<file path="config.mk">
export PLATFORM = sky130hd
export DESIGN_NAME = rom_dump_arbiter
export DESIGN_NICKNAME = d
export VERILOG_FILES = /design/src/rtl/rom_arb_pkg.sv /design/src/rtl/rom_dump_fsm.sv /design/src/rtl/rom_dump_arbiter.sv
export SDC_FILE = /design/constraint.sdc
export NUM_CORES = 1
export LEC_CHECK = 0
export BUFFER_PORTS_ARGS = -buffer_cell sky130_fd_sc_hd__buf_4
export CAP_MARGIN = 20
export CORE_ASPECT_RATIO = 1.4
export CORE_MARGIN = 2
export CORE_UTILIZATION = 40
export DETAILED_ROUTE_END_ITERATION = 8
export PLACE_DENSITY = 0.75
export SYNTH_ARGS = -nofsm -noshare
export SYNTH_HDL_FRONTEND = slang
export SYNTH_HIERARCHICAL = 1
export SYNTH_SLANG_ARGS = --single-unit
export TNS_END_PERCENT = 1
</file>
<file path="constraint.sdc">
create_clock -name clk -period 3.06 [get_ports clk]
set_clock_uncertainty 0.15 [all_clocks]
set_input_delay 0.153 -clock clk [delete_from_list [all_inputs] [get_ports clk]]
set_output_delay 0.153 -clock clk [all_outputs]
set_load 0.02 [all_outputs]
</file>
<file path="src/rtl/rom_arb_pkg.sv">
// rom_arb_pkg: shared state encoding, width defaults and burst-length decode for the ROM dump arbiter
package rom_arb_pkg;

    typedef enum logic [1:0] {
        IDLE = 2'd0,
        READ = 2'd1,
        HOLD = 2'd2,
        DONE = 2'd3
    } state_t;

    localparam int ADDR_W_DEF = 10;
    localparam int DATA_W_DEF = 32;

    // A zero length means the full address space (2^aw words).
    function automatic logic [31:0] decode_len(input logic [31:0] len, input int aw);
        return (len == 32'd0) ? (32'd1 << aw) : len;
    endfunction

endpackage

</file>
<file path="src/rtl/rom_dump_fsm.sv">
// rom_dump_fsm: debug burst reader FSM with address/remaining counters and registered word output
// Ports: clk, rst (sync, active-high); start/base/len load a burst in IDLE; grant = ROM slot won this cycle;
// rom_data = ROM word at cur_addr; ready = sink accepts; reading = FSM in READ; cur_addr = next address to read;
// valid/addr/data = presented word; done = one-cycle end-of-burst pulse; busy = burst in progress.
module rom_dump_fsm
    import rom_arb_pkg::*;
#(
    parameter int ADDR_W = ADDR_W_DEF,
    parameter int DATA_W = DATA_W_DEF
) (
    input  logic              clk,
    input  logic              rst,
    input  logic              start,
    input  logic [ADDR_W-1:0] base,
    input  logic [ADDR_W-1:0] len,
    input  logic              grant,
    input  logic [DATA_W-1:0] rom_data,
    input  logic              ready,
    output logic              reading,
    output logic [ADDR_W-1:0] cur_addr,
    output logic              valid,
    output logic [ADDR_W-1:0] addr,
    output logic [DATA_W-1:0] data,
    output logic              done,
    output logic              busy
);

    localparam int REM_W = ADDR_W + 1;

    state_t           state;
    logic [REM_W-1:0] remaining;

    assign reading = (state == READ);

    always_ff @(posedge clk) begin
        if (rst) begin
            state     <= IDLE;
            cur_addr  <= '0;
            remaining <= '0;
            valid     <= 1'b0;
            addr      <= '0;
            data      <= '0;
            done      <= 1'b0;
            busy      <= 1'b0;
        end else begin
            case (state)
                IDLE: if (start) begin
                    cur_addr  <= base;
                    remaining <= REM_W'(decode_len(32'(len), ADDR_W));
                    busy      <= 1'b1;
                    state     <= READ;
                end
                READ: if (grant) begin
                    data  <= rom_data;
                    addr  <= cur_addr;
                    valid <= 1'b1;
                    state <= HOLD;
                end
                // valid is always set in HOLD, so ready alone completes the handshake
                HOLD: if (ready) begin
                    valid     <= 1'b0;
                    remaining <= remaining - 1'b1;
                    if (remaining == REM_W'(1)) begin
                        done  <= 1'b1;
                        state <= DONE;
                    end else begin
                        cur_addr <= cur_addr + 1'b1;
                        state    <= READ;
                    end
                end
                DONE: begin
                    done  <= 1'b0;
                    busy  <= 1'b0;
                    state <= IDLE;
                end
            endcase
        end
    end

endmodule

</file>
<file path="src/rtl/rom_dump_arbiter.sv">
// rom_dump_arbiter: shares a combinational instruction ROM between CPU fetch (priority) and a debug burst reader
// Ports: clk, rst (sync, active-high); cpu_req/cpu_addr in, cpu_data/cpu_stall out for the fetch path;
// dbg_start/dbg_base/dbg_len start a burst, dbg_busy flags it; dbg_valid/dbg_ready/dbg_addr/dbg_data stream words;
// dbg_done pulses after the last word; rom_addr/rom_data connect to the ROM.
module rom_dump_arbiter
    import rom_arb_pkg::*;
#(
    parameter int ADDR_W    = ADDR_W_DEF,
    parameter int DATA_W    = DATA_W_DEF,
    parameter int MAX_STALL = 4
) (
    input  logic              clk,
    input  logic              rst,
    input  logic              cpu_req,
    input  logic [ADDR_W-1:0] cpu_addr,
    output logic [DATA_W-1:0] cpu_data,
    output logic              cpu_stall,
    input  logic              dbg_start,
    input  logic [ADDR_W-1:0] dbg_base,
    input  logic [ADDR_W-1:0] dbg_len,
    output logic              dbg_busy,
    output logic              dbg_valid,
    input  logic              dbg_ready,
    output logic [ADDR_W-1:0] dbg_addr,
    output logic [DATA_W-1:0] dbg_data,
    output logic              dbg_done,
    output logic [ADDR_W-1:0] rom_addr,
    input  logic [DATA_W-1:0] rom_data
);

    localparam logic [3:0] STALL_MAX = 4'(MAX_STALL);

    logic              reading;
    logic              dbg_grant;
    logic [3:0]        starve;
    logic [ADDR_W-1:0] cur_addr;

    // CPU wins unless the debug reader has already been denied STALL_MAX times in a row
    assign dbg_grant = reading && (!cpu_req || starve == STALL_MAX);
    assign rom_addr  = dbg_grant ? cur_addr : cpu_addr;
    assign cpu_data  = rom_data;
    assign cpu_stall = cpu_req && dbg_grant;

    always_ff @(posedge clk) begin
        if (rst || !reading || dbg_grant)
            starve <= '0;
        else if (cpu_req && starve != STALL_MAX)
            starve <= starve + 1'b1;
    end

    rom_dump_fsm #(
        .ADDR_W(ADDR_W),
        .DATA_W(DATA_W)
    ) u_fsm (
        .clk      (clk),
        .rst      (rst),
        .start    (dbg_start),
        .base     (dbg_base),
        .len      (dbg_len),
        .grant    (dbg_grant),
        .rom_data (rom_data),
        .ready    (dbg_ready),
        .reading  (reading),
        .cur_addr (cur_addr),
        .valid    (dbg_valid),
        .addr     (dbg_addr),
        .data     (dbg_data),
        .done     (dbg_done),
        .busy     (dbg_busy)
    );

endmodule

</file>
==> results.sh <==
export IMPL_status="finished, final reports clean"
export IMPL_ys_types=60
export IMPL_layout_min_cycle_time_ns=2.46
export IMPL_p_total_mw=2.64
export IMPL_multiInputGateArea_um2=1800
export IMPL_ant_nets=0
export IMPL_async_flop_share=0
export IMPL_regArea_um2=1440
export IMPL_critPathRequiredTime_ns=2.76
export IMPL_dieHeight_um=117
export IMPL_finalSetupViolCount=0
export IMPL_tns_ns=0
export IMPL_min_from="dbg_len[0]"
export IMPL_clk_path_buf_depth=2
export IMPL_synthCells=445
export IMPL_hold_depth=3
export IMPL_drv_cap=0
export IMPL_yosysWarnings=6
export IMPL_io_buffers=154
export IMPL_crit_fanout=13
export IMPL_fillCellCount=795
export IMPL_io_pins=155
export IMPL_crit_path_top_delay_cell="dfxtp_1"
export IMPL_drive_gt1_frac=0.341
export IMPL_cp_top_family="flip-flops"
export IMPL_r2r_cells=7
export IMPL_crit_path_max_incr_delay_ns=0.49
export IMPL_fmax_ghz=0.406
export IMPL_syn_cell_area_um2=3670
export IMPL_p_leak_nw=2.26
export IMPL_ir_drop_mv=0.353
export IMPL_holdWs_ns=0.0201
export IMPL_drtIter0Drc=166
export IMPL_slew_violations=0
export IMPL_path_common_cell="buf_4"
export IMPL_grt_max_degree=66
export IMPL_route_detailed_drc=0
export IMPL_clk_latency_ns=0.33
export IMPL_finalHoldViolCount=0
export IMPL_arrival_ns=2.16
export IMPL_switching_power_uw=664
export IMPL_power_density_nw_per_um2=496
export IMPL_clkTransAtPathRegs_ns=0.06
export IMPL_grt_pass1_vias=3606
export IMPL_wl_per_cell_um=15.2
export IMPL_synth_ff_type="dfxtp_1"
export IMPL_synth_seq_cells=72
export IMPL_postCtsHoldBufs=37
export IMPL_syn2layout_area_growth_pct=45.1
export IMPL_ys_seq_area_frac=0.393
export IMPL_placementRows=41
export IMPL_track_usage=0.213
export IMPL_fin_crit_sh=0.806
export IMPL_r2r_start="u_fsm/state[0]"
export IMPL_path_cells="nor2b_1 -> a21boi_4 -> buf_4 -> mux2_2 -> buf_4"
export IMPL_grt_pass1_wl_um=17200
export IMPL_hold_path_class="input port to flop"
export IMPL_start_kind="flop"
export IMPL_rsz0062_at_grt="false"
export IMPL_wirelength_um=10700
export IMPL_p_int_mw=1.98
export IMPL_final_net_count=665
export IMPL_crit_type="flop to primary output"
export IMPL_gp_congestion=0.836
export IMPL_hold_end="u_fsm/remaining[0]"
export IMPL_numCtsBuffers=9
export IMPL_critPathLaunch="u_fsm/state[0]"
export IMPL_critPathBufInv=2
export IMPL_pwr_share_comb=0.170
export IMPL_h_tree_depth=3
export IMPL_synth_edf_count=0
export IMPL_start_util=0.409
export IMPL_tightest_slew_ns=0.726
export IMPL_critPathCaptureType="primary output"
export IMPL_dp_hpwl_um=7460
export IMPL_dr_pass1_iters=4
export IMPL_switching_share=0.251
export IMPL_cts_resized=0
export IMPL_cts_tree="done"
export IMPL_cts_root_buf="clkbuf_16"
export IMPL_antenna_cells=0
export IMPL_rrSetupSlack_ns=0.61
export IMPL_viasPerCell=5.26
export IMPL_vias=3710
export IMPL_clkSinkCount=72
export IMPL_syn_area_per_cell_um2=8.25
export IMPL_core_um2=8980
export IMPL_grt_antenna_before_repair=0
export IMPL_relSlewSlack=0.515
export IMPL_die_x_um=85.0
export IMPL_pwr_share_clk=0.445
export IMPL_seqPwrFrac=0.384
export IMPL_gr_total_overflow=0
export IMPL_post_cts_setup_buffers=0
export IMPL_dieArea_um2=9970
export IMPL_r2r_end="u_fsm/data[12]"
export IMPL_syn_nets=517
worst reg2reg max path: cells and delay by family (launching register included):
kind / cells / cell delay, ns
flops: 1 / 0.49
buf+inv: 2 / 0.62
compound gates: 2 / 0.38
simple gates: 3 / 0.73
power by group through the flow:
stage	logic [mW]	registers, mW	clock network, mW
4_1_cts	0.448	1.02	1.20
5_1_grt	0.484	1.02	1.23
2_1_floorplan	0.255	1.03	0
3_5_place_dp	0.408	1.04	0
3_3_place_gp	0.402	1.03	0
6_report	0.450	1.02	1.18
cell families after synthesis:
group | count (synthesis) | share of synthesized area
and+or+nand+nor | 165 | 0.218
AOI/OAI and AO/OA | 117 | 0.202
DFF | 72 | 0.393
buffers and inverters | 71 | 0.119
muxes | 13 | 0.0477
adders and majority gates | 5 | 0.0170
xor gates and xnor gates | 2 | 0.00477
routing by layer:
layer  vias up  GRT usage  share of wire
li1       1804          -              -
met4         0      0.110          0.024
met2       173      0.377           0.52
met3        18     0.0345          0.075
met1      1715      0.240           0.38
met5         -          0              0
registers in the layout (all words and copies together) (netlist names):
name	cells
u_fsm/busy	1
u_fsm/addr	10
u_fsm/done	1
starve	4
u_fsm/cur_addr	10
u_fsm/valid	1
u_fsm/remaining	11
u_fsm/data	32
u_fsm/state	2
metrics by stage:
stage | setup slack, ns | instance area [um2] | instances | util
after floorplan | 1.13 | 3670 | 445 | -
after detailed placement | 0.659 | 4620 | 652 | 0.514
after global placement | 0.747 | 4620 | 652 | 0.514
final | 0.595 | 5330 | 705 | 0.593
after CTS | 0.595 | 5330 | 705 | 0.593
after global routing | 0.438 | 5330 | 705 | 0.593
final cells by class:
class                      instances  share of cell area
inverter                          10             0.00705
tap                              107              0.0251
clock inverter                     4              0.0139
multi-input combinational        302               0.337
timing repair buffer             198               0.296
sequential                        72               0.271
clock buffer                      12              0.0500
worst max-delay path by stage:
stage	to	slack (ns)	cells after the start
after CTS	rom_addr[9]	0.59	5
after global routing	u_fsm/data[4]	0.44	7
after detailed placement	u_fsm/data[12]	0.66	7
final	rom_addr[9]	0.60	5
after floorplan	u_fsm/addr[0]	1.13	9
after global placement	u_fsm/data[29]	0.75	7
synth_stat cells, drive strengths merged, types with 2 or more instances:
cell type / number / area [um2]
o21a: 2 / 15.0
nand2b: 6 / 45.0
o31ai: 4 / 30.0
o21ai: 12 / 60.1
o32ai: 2 / 17.5
o221a: 2 / 22.5
inv: 9 / 33.8
and2: 3 / 20.0
nand3: 4 / 25.0
ha: 5 / 62.6
nor2: 19 / 78.8
a21o: 3 / 22.5
o311ai: 2 / 17.5
nor2b: 4 / 25.0
mux2: 12 / 165
o211a: 3 / 30.0
buf: 45 / 338
clkbuf: 16 / 60.1
a32o: 2 / 20.0
nand2: 101 / 379
nor3b: 4 / 30.0
nor4: 5 / 52.6
nor3: 6 / 30.0
a311oi: 3 / 32.5
a31oi: 8 / 50.1
a21oi: 62 / 310
a41oi: 2 / 17.5
dfxtp: 72 / 1440
nand4: 6 / 43.8
a211oi: 5 / 42.5
cell usage in the layout (no fill, tap or decap), drive strengths merged, types with 5 or more instances in the layout:
cell type,Yosys,layout
mux2,12,12
nand2b,6,6
nor3,6,6
a31oi,8,8
dlygate4sd3,0,37
nor2,19,19
dfxtp,72,72
nand2,101,101
a211oi,5,5
nand4,6,6
clkbuf,16,12
o21ai,12,12
inv,9,10
buf,45,161
ha,5,5
a21oi,62,62
nor4,5,5
No activity file was read; power rests on OpenSTA's default activity.
